[src/rtl/lcd_key_pkg.sv]
// lcd_key_pkg
// Shared types and constants for the IR-key-to-LCD scheduler:
//   - state_t    : scheduler FSM states
//   - key_map_t  : result of mapping an IR code {valid, is_clear, ascii}
//   - LCD command constants (clear display, set DDRAM address, row 1 offset)
//   - map_key()  : IR code -> key_map_t
package lcd_key_pkg;

  typedef enum logic [1:0] {
    IDLE = 2'd0,
    ADDR = 2'd1,
    DATA = 2'd2,
    CLR  = 2'd3
  } state_t;

  localparam logic [7:0] LCD_CMD_CLEAR = 8'h01;
  localparam logic [7:0] LCD_CMD_DDRAM = 8'h80;
  localparam logic [7:0] LCD_ROW1_OFS  = 8'h40;

  typedef struct packed {
    logic       valid;
    logic       is_clear;
    logic [7:0] ascii;
  } key_map_t;

  // The clear code is checked first so it wins should it ever be
  // configured onto a code that also has a character mapping.
  function automatic key_map_t map_key(input logic [7:0] code,
                                       input logic [7:0] clear_code);
    key_map_t m;
    m = '0;
    if (code == clear_code) begin
      m.valid    = 1'b1;
      m.is_clear = 1'b1;
    end else if (code <= 8'h09) begin
      m.valid = 1'b1;
      m.ascii = 8'h30 | code;
    end else begin
      case (code)
        8'h0F: begin m.valid = 1'b1; m.ascii = 8'h41; end
        8'h13: begin m.valid = 1'b1; m.ascii = 8'h42; end
        8'h10: begin m.valid = 1'b1; m.ascii = 8'h43; end
        default: m = '0;
      endcase
    end
    return m;
  endfunction

endpackage

[src/rtl/lcd_key_scheduler_fifo.sv]
// lcd_key_fifo
// Small synchronous FIFO holding mapped key entries.
//   clk, rst : clock, asynchronous active-high reset
//   push/din : write request and data (accepted when not full, or when
//              full with a simultaneous pop)
//   pop/dout : read request; dout always shows the head entry
//   full, empty, level : occupancy status (level is registered)
module lcd_key_fifo #(
  parameter int DEPTH = 4,
  parameter int WIDTH = 9
) (
  input  logic                     clk,
  input  logic                     rst,
  input  logic                     push,
  input  logic [WIDTH-1:0]         din,
  input  logic                     pop,
  output logic [WIDTH-1:0]         dout,
  output logic                     full,
  output logic                     empty,
  output logic [$clog2(DEPTH):0]   level
);

  localparam int AW = $clog2(DEPTH);

  logic [WIDTH-1:0] r_mem [DEPTH];
  logic [AW-1:0]    r_wr_ptr;
  logic [AW-1:0]    r_rd_ptr;
  logic [AW:0]      r_level;

  logic w_do_pop;
  logic w_do_push;

  assign empty     = (r_level == '0);
  assign full      = (r_level == (AW+1)'(DEPTH));
  assign w_do_pop  = pop && !empty;
  // A pop in the same cycle frees the slot the push needs.
  assign w_do_push = push && (!full || w_do_pop);
  // Head is read straight from the array so the FSM can act on it the
  // same cycle it becomes visible.
  assign dout      = r_mem[r_rd_ptr];
  assign level     = r_level;

  always_ff @(posedge clk) begin
    if (w_do_push) r_mem[r_wr_ptr] <= din;
  end

  // Depth is a power of two, so pointers wrap by natural overflow.
  always_ff @(posedge clk or posedge rst) begin
    if (rst) begin
      r_wr_ptr <= '0;
      r_rd_ptr <= '0;
      r_level  <= '0;
    end else begin
      if (w_do_push) r_wr_ptr <= r_wr_ptr + 1'b1;
      if (w_do_pop)  r_rd_ptr <= r_rd_ptr + 1'b1;
      if (w_do_push && !w_do_pop)      r_level <= r_level + 1'b1;
      else if (!w_do_push && w_do_pop) r_level <= r_level - 1'b1;
    end
  end

endmodule

[src/rtl/lcd_key_scheduler.sv]
// lcd_key_scheduler
// Queues decoded IR key events and writes them to a character LCD as a
// set-DDRAM-address command followed by a data byte, tracking the cursor.
//   clk, rst          : clock, asynchronous active-high reset
//   key_valid/key_code: 1-cycle key event from the IR front end
//   lcd_on            : LCD ready; new transactions start only when high
//   lcd_req/rs/byte   : request to the LCD byte writer, held until lcd_done
//   lcd_done          : 1-cycle completion pulse from the byte writer
//   cursor_col/row    : current cursor position
//   fifo_level        : number of buffered keys
//   busy              : transaction in progress or keys pending
//   drop_pulse        : key discarded (unmapped code or FIFO full)
module lcd_key_scheduler
  import lcd_key_pkg::*;
#(
  parameter int         FIFO_DEPTH = 4,
  parameter int         COLS       = 16,
  parameter int         ROWS       = 2,
  parameter logic [7:0] CLEAR_CODE = 8'h12
) (
  input  logic                                      clk,
  input  logic                                      rst,
  input  logic                                      key_valid,
  input  logic [7:0]                                key_code,
  input  logic                                      lcd_on,
  output logic                                      lcd_req,
  output logic                                      lcd_rs,
  output logic [7:0]                                lcd_byte,
  input  logic                                      lcd_done,
  output logic [((COLS > 1) ? $clog2(COLS) : 1)-1:0] cursor_col,
  output logic                                      cursor_row,
  output logic [$clog2(FIFO_DEPTH):0]               fifo_level,
  output logic                                      busy,
  output logic                                      drop_pulse
);

  localparam int CW = (COLS > 1) ? $clog2(COLS) : 1;

  key_map_t   w_map;
  logic       w_push;
  logic       w_pop;
  logic       w_full;
  logic       w_empty;
  logic [8:0] w_head;

  state_t     r_state;
  state_t     w_state_next;
  logic       r_gap;
  logic       w_gap_next;
  logic [7:0] r_ascii;
  logic [CW-1:0] r_col;
  logic       r_row;
  logic       r_drop;
  logic       w_advance;
  logic       w_home;

  assign w_map  = map_key(key_code, CLEAR_CODE);
  assign w_push = key_valid && w_map.valid;
  assign w_pop  = (r_state == IDLE) && lcd_on && !w_empty;

  lcd_key_fifo #(
    .DEPTH (FIFO_DEPTH),
    .WIDTH (9)
  ) u_fifo (
    .clk   (clk),
    .rst   (rst),
    .push  (w_push),
    .din   ({w_map.is_clear, w_map.ascii}),
    .pop   (w_pop),
    .dout  (w_head),
    .full  (w_full),
    .empty (w_empty),
    .level (fifo_level)
  );

  // Next state and LCD outputs. r_gap marks the single idle cycle between
  // the address byte and the data byte, during which lcd_req is low and any
  // lcd_done is ignored.
  always_comb begin
    w_state_next = r_state;
    w_gap_next   = 1'b0;
    lcd_req      = 1'b0;
    lcd_rs       = 1'b0;
    lcd_byte     = 8'h00;
    w_advance    = 1'b0;
    w_home       = 1'b0;
    case (r_state)
      IDLE: begin
        if (w_pop) w_state_next = w_head[8] ? CLR : ADDR;
      end
      ADDR: begin
        lcd_req  = 1'b1;
        lcd_byte = LCD_CMD_DDRAM | (r_row ? LCD_ROW1_OFS : 8'h00) | 8'(r_col);
        if (lcd_done) begin
          w_state_next = DATA;
          w_gap_next   = 1'b1;
        end
      end
      DATA: begin
        lcd_req  = !r_gap;
        lcd_rs   = 1'b1;
        lcd_byte = r_ascii;
        if (lcd_done && !r_gap) begin
          w_advance    = 1'b1;
          w_state_next = IDLE;
        end
      end
      CLR: begin
        lcd_req  = 1'b1;
        lcd_byte = LCD_CMD_CLEAR;
        if (lcd_done) begin
          w_home       = 1'b1;
          w_state_next = IDLE;
        end
      end
      default: w_state_next = IDLE;
    endcase
  end

  always_ff @(posedge clk or posedge rst) begin
    if (rst) begin
      r_state <= IDLE;
      r_gap   <= 1'b0;
      r_ascii <= 8'h00;
      r_drop  <= 1'b0;
    end else begin
      r_state <= w_state_next;
      r_gap   <= w_gap_next;
      if (w_pop) r_ascii <= w_head[7:0];
      // Unmapped code, or FIFO full with no pop to make room.
      r_drop  <= key_valid && (!w_map.valid || (w_full && !w_pop));
    end
  end

  // Cursor: column first, then row, wrapping to home at the last cell.
  always_ff @(posedge clk or posedge rst) begin
    if (rst) begin
      r_col <= '0;
      r_row <= 1'b0;
    end else if (w_home) begin
      r_col <= '0;
      r_row <= 1'b0;
    end else if (w_advance) begin
      if (r_col == CW'(COLS - 1)) begin
        r_col <= '0;
        if ((ROWS == 1) || r_row) r_row <= 1'b0;
        else                      r_row <= 1'b1;
      end else begin
        r_col <= r_col + 1'b1;
      end
    end
  end

  assign cursor_col = r_col;
  assign cursor_row = r_row;
  assign busy       = (r_state != IDLE) || !w_empty;
  assign drop_pulse = r_drop;

endmodule

[config.mk]
export PLATFORM = sky130hd
export DESIGN_NAME = lcd_key_scheduler
export DESIGN_NICKNAME = d
export VERILOG_FILES = /design/src/rtl/lcd_key_pkg.sv /design/src/rtl/lcd_key_scheduler_fifo.sv /design/src/rtl/lcd_key_scheduler.sv
export SDC_FILE = /design/constraint.sdc
export NUM_CORES = 1
export LEC_CHECK = 0
export CAP_MARGIN = 30
export CORE_MARGIN = 2
export CORE_UTILIZATION = 60
export CTS_BUF_LIST = sky130_fd_sc_hd__clkbuf_8
export CTS_CLUSTER_SIZE = 25
export DETAILED_ROUTE_END_ITERATION = 10
export PLACE_DENSITY_LB_ADDON = 0.1
export SKIP_CTS_REPAIR_TIMING = 1
export SYNTH_ARGS = -nofsm -noshare
export SYNTH_HDL_FRONTEND = slang
export SYNTH_SLANG_ARGS = --single-unit
[constraint.sdc]
create_clock -name clk -period 5.8 [get_ports clk]
set_input_delay 1.74 -clock clk [delete_from_list [all_inputs] [get_ports clk]]
set_output_delay 1.74 -clock clk [all_outputs]
set_load 0.03 [all_outputs]
==> metrics.csv, run 1 <==
stage,metric,value,unit
status,status,completed,
clocking,htreeDepth,2,
global_routing,grt_max_degree,24,
detailed_routing,antenna_left,0,
global_routing,overflow,0,
detailed_routing,vias,1609,
critical_path,r2r_setup_slack,3160,ps
min_path,hold_path_depth,2,
min_path,hold_path.class,register to register,
clocking,cts_tree,yes,
place,numPortBuffers,32,
timing,hold_viol_final,0,
detailed_routing,drt_first_iter_violations,105,
clocking,clk_path_buf_depth,2,
logic_synthesis,synth-edff-count,32,
timing,fin_crit_sh,0.697,
detailed_routing,drc,0,
finish,fill_cells,269,
logic_synthesis,yosysSeqAreaShare,0.599,
timing,slew_violations,0,
power_and_ir_drop,cellPowerDensity,468,mW/mm^2
finish,drive_above_1_share,0.122,
clocking,cts_buffers,5,
global_routing,grt_pass1_vias,1608,
finish,multi_input_area,956,um^2
logic_synthesis,ys.flop_type,edfxtp_1,
floorplanning,die_w,69.4,um
critical_path,critPathLaunchType,input port,
floorplanning,die-area,0.00481,mm^2
clocking,clk_pin_slew,100,ps
detailed_routing,routed_wl,4590,um
critical_path,critPathSlowestCell,clkdlybuf4s50_1,
critical_path,reg2reg_to,u_fifo.level[1],
timing,setup-tns-final,0,ps
logic_synthesis,syn-mean-instance-area,13.2,um^2
logic_synthesis,ys_ff_latch,55,
detailed_routing,avgRoutedWirePerCell,16.4,um
critical_path,worstPathMaxFanout,8,
global_routing,antenna_found_initial,0,
critical_path,worstPathArrival,4270,ps
finish,final_core_util,0.741,
global_routing,grt_pass1_wl,8020,um
critical_path,crit_path_end_kind,register,
logic_synthesis,synthCells,194,
timing,max_freq,0.247,GHz
finish,fin_area,0.00301,mm^2
power_and_ir_drop,p_leak,1.19,nW
clocking,cts_root_buffer,clkbuf_8,
place,hpwlAfterDp,3420,um
critical_path,r2r_start,r_state[1],
place,gp_congestion,0.791,
finish,seqCellArea,0.00154,mm^2
timing,worstMarginPinSlew,875,ps
logic_synthesis,syn_area,0.00256,mm^2
logic_synthesis,ys.warnings.count,0,
detailed_routing,first_pass_iters,4,
logic_synthesis,async_flop_share,0.418,
timing,fin_ws,1760,ps
clocking,clkSinkCount,55,
detailed_routing,viasPerCell,5.75,
timing,whs,482,ps
min_path,hold_end,r_ascii[5],
timing,relSlewSlack,0.416,
floorplanning,io_pins,33,
clocking,clkLatencyLatePin,310,ps
finish,fin_nets,249,
run,cap_violations,0,
global_routing,grt_usage,0.212,
finish,syn2layout_area_growth,17.2,%
timing,rsz0062_at_grt,false,
finish,antenna-diode-count,0,
min_path,min-delay-start,r_ascii[5],
critical_path,required,6030,ps
power_and_ir_drop,peakVddDrop,0.288,mV
logic_synthesis,synth.distinct_cells,47,
place,dpl_worst_slack,1450,ps
place,dpl_cell_area,0.00292,mm^2
critical_path,crit_chain,clkdlybuf4s50_1 > nand2b_1 > nand4_1 > a211oi_4 > ha_1 > inv_1 > fa_1 > xor2_1 > nor2_1 > xnor2_1,
critical_path,worstSetupPathType,input port to register,
timing,period_needed,4040,ps
critical_path,crit_path_max_incr_delay,650,ps
timing,finalSetupViolCount,0,
timing,skew,9.02,ps
floorplanning,start_util,0.632,
floorplanning,core_region_area,0.00406,mm^2
floorplanning,rows,23,
floorplanning,die_h,69.4,um
critical_path,worstRegToRegCells,7,
flip-flops by register name, indices dropped and copies added, names as in the netlist:
signal           cells
drop_pulse           1
u_fifo.r_mem        32
cursor_col           4
r_gap                1
r_ascii              7
cursor_row           1
u_fifo.r_wr_ptr      2
r_state              2
u_fifo.r_rd_ptr      2
u_fifo.level         3
kinds of logic (layout without fill, tap and decap cells):
group | Yosys count | after routing | share of synthesized area
other | 1 | 4 | 0.00146
AO/OA/AOI/OAI | 31 | 31 | 0.0942
flip-flops | 55 | 55 | 0.599
AND/OR/NAND/NOR | 64 | 64 | 0.127
XOR/XNOR | 7 | 7 | 0.0239
multiplexers | 11 | 11 | 0.0844
buffers and inverters | 18 | 51 | 0.0322
adder cells (fa/ha/maj) | 7 | 7 | 0.0371
synth_stat cells, types with 3 or more instances:
library cell / instances / share of area
edfxtp_1: 32 / 0.37
nand2_1: 30 / 0.044
dfrtp_1: 23 / 0.22
inv_1: 10 / 0.015
mux4_2: 8 / 0.070
nor2_1: 8 / 0.012
ha_1: 6 / 0.029
o21ai_0: 6 / 0.012
a21o_1: 5 / 0.015
a21oi_1: 5 / 0.0098
a22o_1: 5 / 0.017
xnor2_1: 5 / 0.017
and2_2: 4 / 0.012
and3_1: 4 / 0.0098
buf_2: 3 / 0.0059
nand3_1: 3 / 0.0059
nor3_1: 3 / 0.0059
layer usage:
layer,routed length (um),share of wire,vias up,GRT usage
li1,-,-,764,-
met1,1950,0.43,775,0.272
met2,2330,0.51,63,0.362
met3,245,0.053,7,0.0407
met4,56,0.012,0,0.0719
met5,0,0,-,0
worst max-delay path by stage:
stage,start,to,slack (ps)
floorplan,key_code[1],u_fifo.level[2],2190
global placement,key_code[1],u_fifo.level[2],1620
detailed placement,key_code[1],u_fifo.level[2],1450
CTS,key_code[1],u_fifo.level[2],1770
global route,key_code[1],u_fifo.level[2],1600
finish,key_code[1],u_fifo.level[2],1760
area by class of cell:
cell class	count	area share
Clock buffer	5	0.0229
Clock inverter	3	0.00666
Inverter	11	0.0137
Multi-Input combinational cell	124	0.318
Sequential cell	55	0.511
Tap cell	50	0.0208
Timing Repair Buffer	32	0.107
layout by cell type, fill, tap and decap left out, types with 6 or more instances in the layout:
master,instances
nor2_1,8
nand2_1,30
dfrtp_1,23
clkdlybuf4s50_1,32
edfxtp_1,32
ha_1,6
mux4_2,8
inv_1,10
o21ai_0,6
where the power goes:
group	total, W	internal [W]	leakage [nW]	switching (W)
sequential	0.000601	0.000488	0.576	0.000113
combinational	0.000603	0.000280	0.570	0.000323
clock	0.000204	0.0000843	0.0418	0.000119
through the flow:
step,cells,total power [W]
5_1_grt,280,0.00149
3_3_place_gp,272,0.00119
3_5_place_dp,272,0.00122
6_report,280,0.00141
2_1_floorplan,197,0.00101
4_1_cts,280,0.00142
worst max-delay path, delay by kind of cell:
family	cells	cell delay [ps]
buffers and inverters	2	710
adder cells (fa/ha/maj)	2	630
AO/OA/AOI/OAI	1	460
AND/OR/NAND/NOR	3	450
XOR/XNOR	2	280
Note: power is estimated with default switching activity, not from simulation.
==> run 2: changes to the inputs <==
Settings changed: CORE_UTILIZATION 60 to 51.
Clock period 5.8 ns to 3.4 ns, I/O delays scaled along.
==> run 2 against run 1 <==
Net effect: critical path depth decreased by 7; worst hold slack gained 3.8 ps; largest power group unchanged; cell area up 2.3%; total power rose by 72%; die area increased by 17%; core utilization is 9.8 points lower; global-route usage decreased by 2.3 points; setup slack worse by 1500 ps.
==> metrics.csv, run 2 (synthesized netlist as in run 1, its figures left out) <==
stage,metric,value,unit
critical_path,critPathTopFamily,buffers and inverters,
power_and_ir_drop,cellPowerDensity,786,mW/mm^2
finish,syn2layout_area_growth,19.9,%
detailed_routing,drt_first_iter_violations,121,
critical_path,worstPathArrival,2140,ps
status,status,completed,
global_routing,grt_pass1_vias,1617,
power_and_ir_drop,switching_share,0.394,
global_routing,overflow,0,
critical_path,crit_path_max_incr_delay,670,ps
detailed_routing,first_pass_iters,4,
timing,worstMarginPinSlew,896,ps
critical_path,crit_chain,nor2b_1 > and2_1 > clkdlybuf4s50_1,
timing,skew,4.31,ps
detailed_routing,routed_wl,4760,um
critical_path,crit_buf_inv,1,
clocking,cts_root_buffer,clkbuf_8,
detailed_routing,vias,1630,
detailed_routing,viasPerCell,5.36,
finish,final_core_util,0.642,
critical_path,required,2380,ps
place,place_inst,296,
critical_path,critPathLaunchType,register,
floorplanning,die_h,74.9,um
clocking,cts_tree,yes,
place,gp_congestion,0.811,
global_routing,antenna_found_initial,0,
run,cap_violations,0,
finish,antenna-diode-count,0,
critical_path,critPathSlowestCell,clkdlybuf4s50_1,
power_and_ir_drop,p_leak,1.22,nW
timing,finalSetupViolCount,0,
clocking,clk_path_buf_depth,2,
place,numPortBuffers,32,
detailed_routing,drc,0,
global_routing,grt_max_degree,24,
clocking,clkLatencyLatePin,300,ps
floorplanning,die_w,74.9,um
critical_path,worstSetupPathType,register to primary output,
floorplanning,io_pins,33,
power_and_ir_drop,p_total,0.00242,W
power_and_ir_drop,clkPwrFrac,0.142,
clocking,clkSinkCount,55,
timing,slew_violations,0,
floorplanning,rows,25,
finish,fin_nets,256,
floorplanning,core_region_area,0.00479,mm^2
power_and_ir_drop,pwr-share-comb,0.432,
power_and_ir_drop,p_switching,0.000952,W
place,hpwlAfterDp,3580,um
timing,fin_crit_sh,0.929,
timing,rsz0062_at_grt,false,
detailed_routing,antenna_left,0,
timing,hold_viol_final,0,
timing,setup-tns-final,0,ps
timing,whs,486,ps
finish,largest_register_ffs,32,
clocking,cts_buffers,5,
clocking,htreeDepth,2,
min_path,hold_path.class,register to register,
floorplanning,start_util,0.536,
finish,final_cell_mix,"32 x clkdlybuf4s50_1, 32 x edfxtp_1, 30 x nand2_1",
power_and_ir_drop,peakVddDrop,0.393,mV
finish,instances_no_fill,304,
power_and_ir_drop,p_int,0.00146,W
finish,drive_above_1_share,0.143,
clocking,clk_pin_slew,90,ps
timing,period_needed,3160,ps
critical_path,crit_path_end_kind,primary output,
floorplanning,die-area,0.00561,mm^2
finish,fill_cells,371,
power_and_ir_drop,seq_power_share,0.426,
timing,relSlewSlack,0.402,
timing,max_freq,0.316,GHz
finish,top_register,u_fifo.r_mem,
detailed_routing,avgRoutedWirePerCell,15.7,um
global_routing,grt_pass1_wl,7660,um
critical_path,worstPathMaxFanout,10,
global_routing,grt_usage,0.189,
## run 2: cell types whose count changed in the layout (fill, tap and decap cells not counted)
cell	before	now
clkinv_1	1	2
buf_4	0	7
clkinv_4	1	0
## run 2: cell type report
class / instances / area (um^2) / area share
flip-flops and latches: 55 / 1540 / 0.500
well taps: 67 / 83.8 / 0.0273
multi-input cells: 124 / 956 / 0.311
inverters: 11 / 41.3 / 0.0134
clock inverters: 3 / 15.0 / 0.00488
repair buffers: 39 / 373 / 0.121
clock buffers: 5 / 68.8 / 0.0224
## run 2: path summary, 6_finish.rpt
| path | startpoint | endpoint | slack [ps] | depth (start not counted) |
|---|---|---|---|---|
| setup reg to reg | r_state[1] | u_fifo.level[1] | 1070 | 7 |
| setup / recovery | r_state[1] | lcd_byte[5] | 240 | 3 |
| min in group asynchronous | rst | r_state[1] | 1200 | 2 |
| hold / removal | r_ascii[5] | r_ascii[5] | 490 | 2 |
| max in group asynchronous | rst | u_fifo.r_rd_ptr[1] | 1650 | 2 |
| hold reg to reg | r_ascii[5] | r_ascii[5] | 490 | 2 |
## run 2: per-stage QoR
step	setup WS, ps	area, um^2
4_1_cts	235	3070
3_3_place_gp	108	2990
5_1_grt	98.3	3070
6_report	240	3070
3_5_place_dp	22.4	2990
2_1_floorplan	505	2570
## run 2: tightest hold or removal path: cells and delay by family (launching register included)
family	cells	cell delay (ps)
flip-flops	1	350
AND/OR/NAND/NOR	2	110
## run 2: power groups by stage
stage | Sequential, W | Clock [W] | Combinational (W)
after CTS | 0.00103 | 0.000350 | 0.00106
after global placement | 0.00103 | 0 | 0.00102
after global routing | 0.00106 | 0.000375 | 0.00114
final | 0.00103 | 0.000343 | 0.00104
after detailed placement | 0.00105 | 0 | 0.00105
after floorplan | 0.00103 | 0 | 0.000690
## run 2: metal layers
layer,GRT usage,up-vias,share of wire
met2,0.339,52,0.52
li1,-,778,-
met1,0.218,794,0.41
met3,0.0402,6,0.055
met5,0,-,0
met4,0.0813,0,0.017
==> edit (flow settings as in run 2) <==
Change the parameter `FIFO_DEPTH` from 4 to 8.
--- a/src/rtl/lcd_key_scheduler.sv
+++ b/src/rtl/lcd_key_scheduler.sv
@@ -13,7 +13,7 @@
 module lcd_key_scheduler
   import lcd_key_pkg::*;
 #(
-  parameter int         FIFO_DEPTH = 4,
+  parameter int         FIFO_DEPTH = 8,
   parameter int         COLS       = 16,
   parameter int         ROWS       = 2,
   parameter logic [7:0] CLEAR_CODE = 8'h12
Interface: changed (resized fifo_level); port bits go from 33 to 34. No check against the original RTL was run, so the function may have changed too.
==> edit against run 2 <==
- total power rose by 51%
- setup slack worse by 0.083 ns
- cell area grew 57%
- highest routed layer unchanged
- area after synthesis is 54% higher
- routed wire length grew 53%
- die area grew 51%
- clock power grew 94%
- sequential cell count increased by 35
==> edit: results (changes against run 2) <==
[run_status]
outcome=finished, final reports clean  ; unchanged

[timing]
fin_ws_ns=0.1579  ; was 0.2404 ns
clock_skew_ns=0.01005  ; was 0.004315 ns
relSlewSlack=0.5231  ; was 0.4021

[route]
drt_iter0_markers=140  ; was 121
routed_via_density=5.353  ; was 5.362
wl_per_cell_um=16.37  ; was 15.67 µm
totalWireLength_um=7283  ; was 4764 µm

[clocking]
clk_latency_ns=0.35  ; was 0.30 ns
clkTransAtPathRegs_ns=0.09  ; about the same
root_buffer=clkbuf_8  ; unchanged
cts_buffer_depth=2  ; unchanged
h-tree-depth=3  ; was 2
cts_made_buffers=9  ; was 5

[worst_setup_path]
worstPathArrival_ns=2.22  ; was 2.14 ns
crit_path_max_fanout=13  ; was 10
critPathTopFamily=buffers and inverters  ; unchanged

[logic_synthesis]
synth-edff-count=64  ; was 32
ys_warn_count=0  ; unchanged
synth_seq_area_share=0.6517  ; was 0.5993
async_flop_share=0.2889  ; was 0.4182
synthTopCellsByArea=edfxtp_1, dfrtp_1, mux4_2  ; unchanged
yosysUniqueCellTypes=44  ; was 47
synth_commonest_cells=edfxtp_1, dfrtp_1, nand2_1, nor2_1  ; was edfxtp_1, nand2_1, dfrtp_1, inv_1
synthCells=269  ; was 194

[pwr]
p_leak_nw=1.803  ; was 1.220 nW
p_sw_mw=1.356  ; was 0.9517 mW
peakVddDrop_mv=0.5311  ; was 0.3935 mV

[placement]
place.port_buffers=33  ; was 32
dpl_cell_area_um2=4619  ; was 2990 µm²
post-place-cells=429  ; was 296
pre_cts_ws_ns=-0.2305  ; was 0.02244 ns
hpwl_um=4977  ; was 3585 µm
place_congestion=0.8092  ; was 0.8114

[final_layout]
drive_gt1_frac=0.2070  ; was 0.1435
final_nets=358  ; was 256

[global_route]
grt_pass1_wl_um=11550  ; was 7659 µm
antenna_found_initial=0  ; unchanged
first_global_vias=2268  ; was 1617
grt.total_usage=0.1850  ; was 0.1890
grt_max_degree=27  ; was 24

## edit: cell families after synthesis
kind of cell               share of synthesized area
buffers and inverters                        0.02472
other                                      0.0009500
AOI/OAI and AO/OA                            0.06371
muxes                                         0.1176
and+or+nand+nor                              0.09731
adders and majority gates                    0.02409
xor gates and xnor gates                     0.01997
DFF                                           0.6517
## edit: power by group through the flow
stage	registers (mW)	logic, mW	clock network (mW)
floorplan	1.55	0.971	0
global placement	1.63	1.34	0
detailed placement	1.60	1.43	0
CTS	1.58	1.43	0.684
global route	1.61	1.53	0.728
finish	1.58	1.41	0.667
## edit: area by class of cell
type                            instances  area (µm²)
Fill cell                             586        2795
Sequential cell                        90        2574
Multi-Input combinational cell        164        1306
Timing Repair Buffer                   63       580.6
Tap cell                              102       127.6
Clock buffer                            9       123.9
Clock inverter                          7       60.06
Inverter                               10       40.04
## edit: worst paths after layout
| kind | from | depth (start not counted) | slack [ns] | end |
|---|---|---|---|---|
| setup reg to reg | u_fifo.level[0]$_DFFE_PP0P_ | 14 | 0.74 | u_fifo.level[3]$_DFFE_PP0P_ |
| min in group asynchronous | rst | 3 | 1.02 | r_state[1]$_DFFE_PP0P_ |
| setup / recovery | r_state[0]$_DFFE_PP0P_ | 4 | 0.16 | lcd_byte[1] |
| hold reg to reg | r_ascii[0]$_DFFE_PP0P_ | 2 | 0.54 | r_ascii[0]$_DFFE_PP0P_ |
| max in group asynchronous | rst | 3 | 2.11 | r_state[0]$_DFFE_PP0P_ |
| hold / removal | r_ascii[0]$_DFFE_PP0P_ | 2 | 0.54 | r_ascii[0]$_DFFE_PP0P_ |
## edit: routing by layer
metal  vias to the layer above  track usage  part of all wire
met5                         -            0                 0
li1                       1154            -                 -
met4                         0      0.08582             0.025
met3                        13      0.02712             0.030
met2                        54       0.3051              0.51
met1                      1161       0.2447              0.44
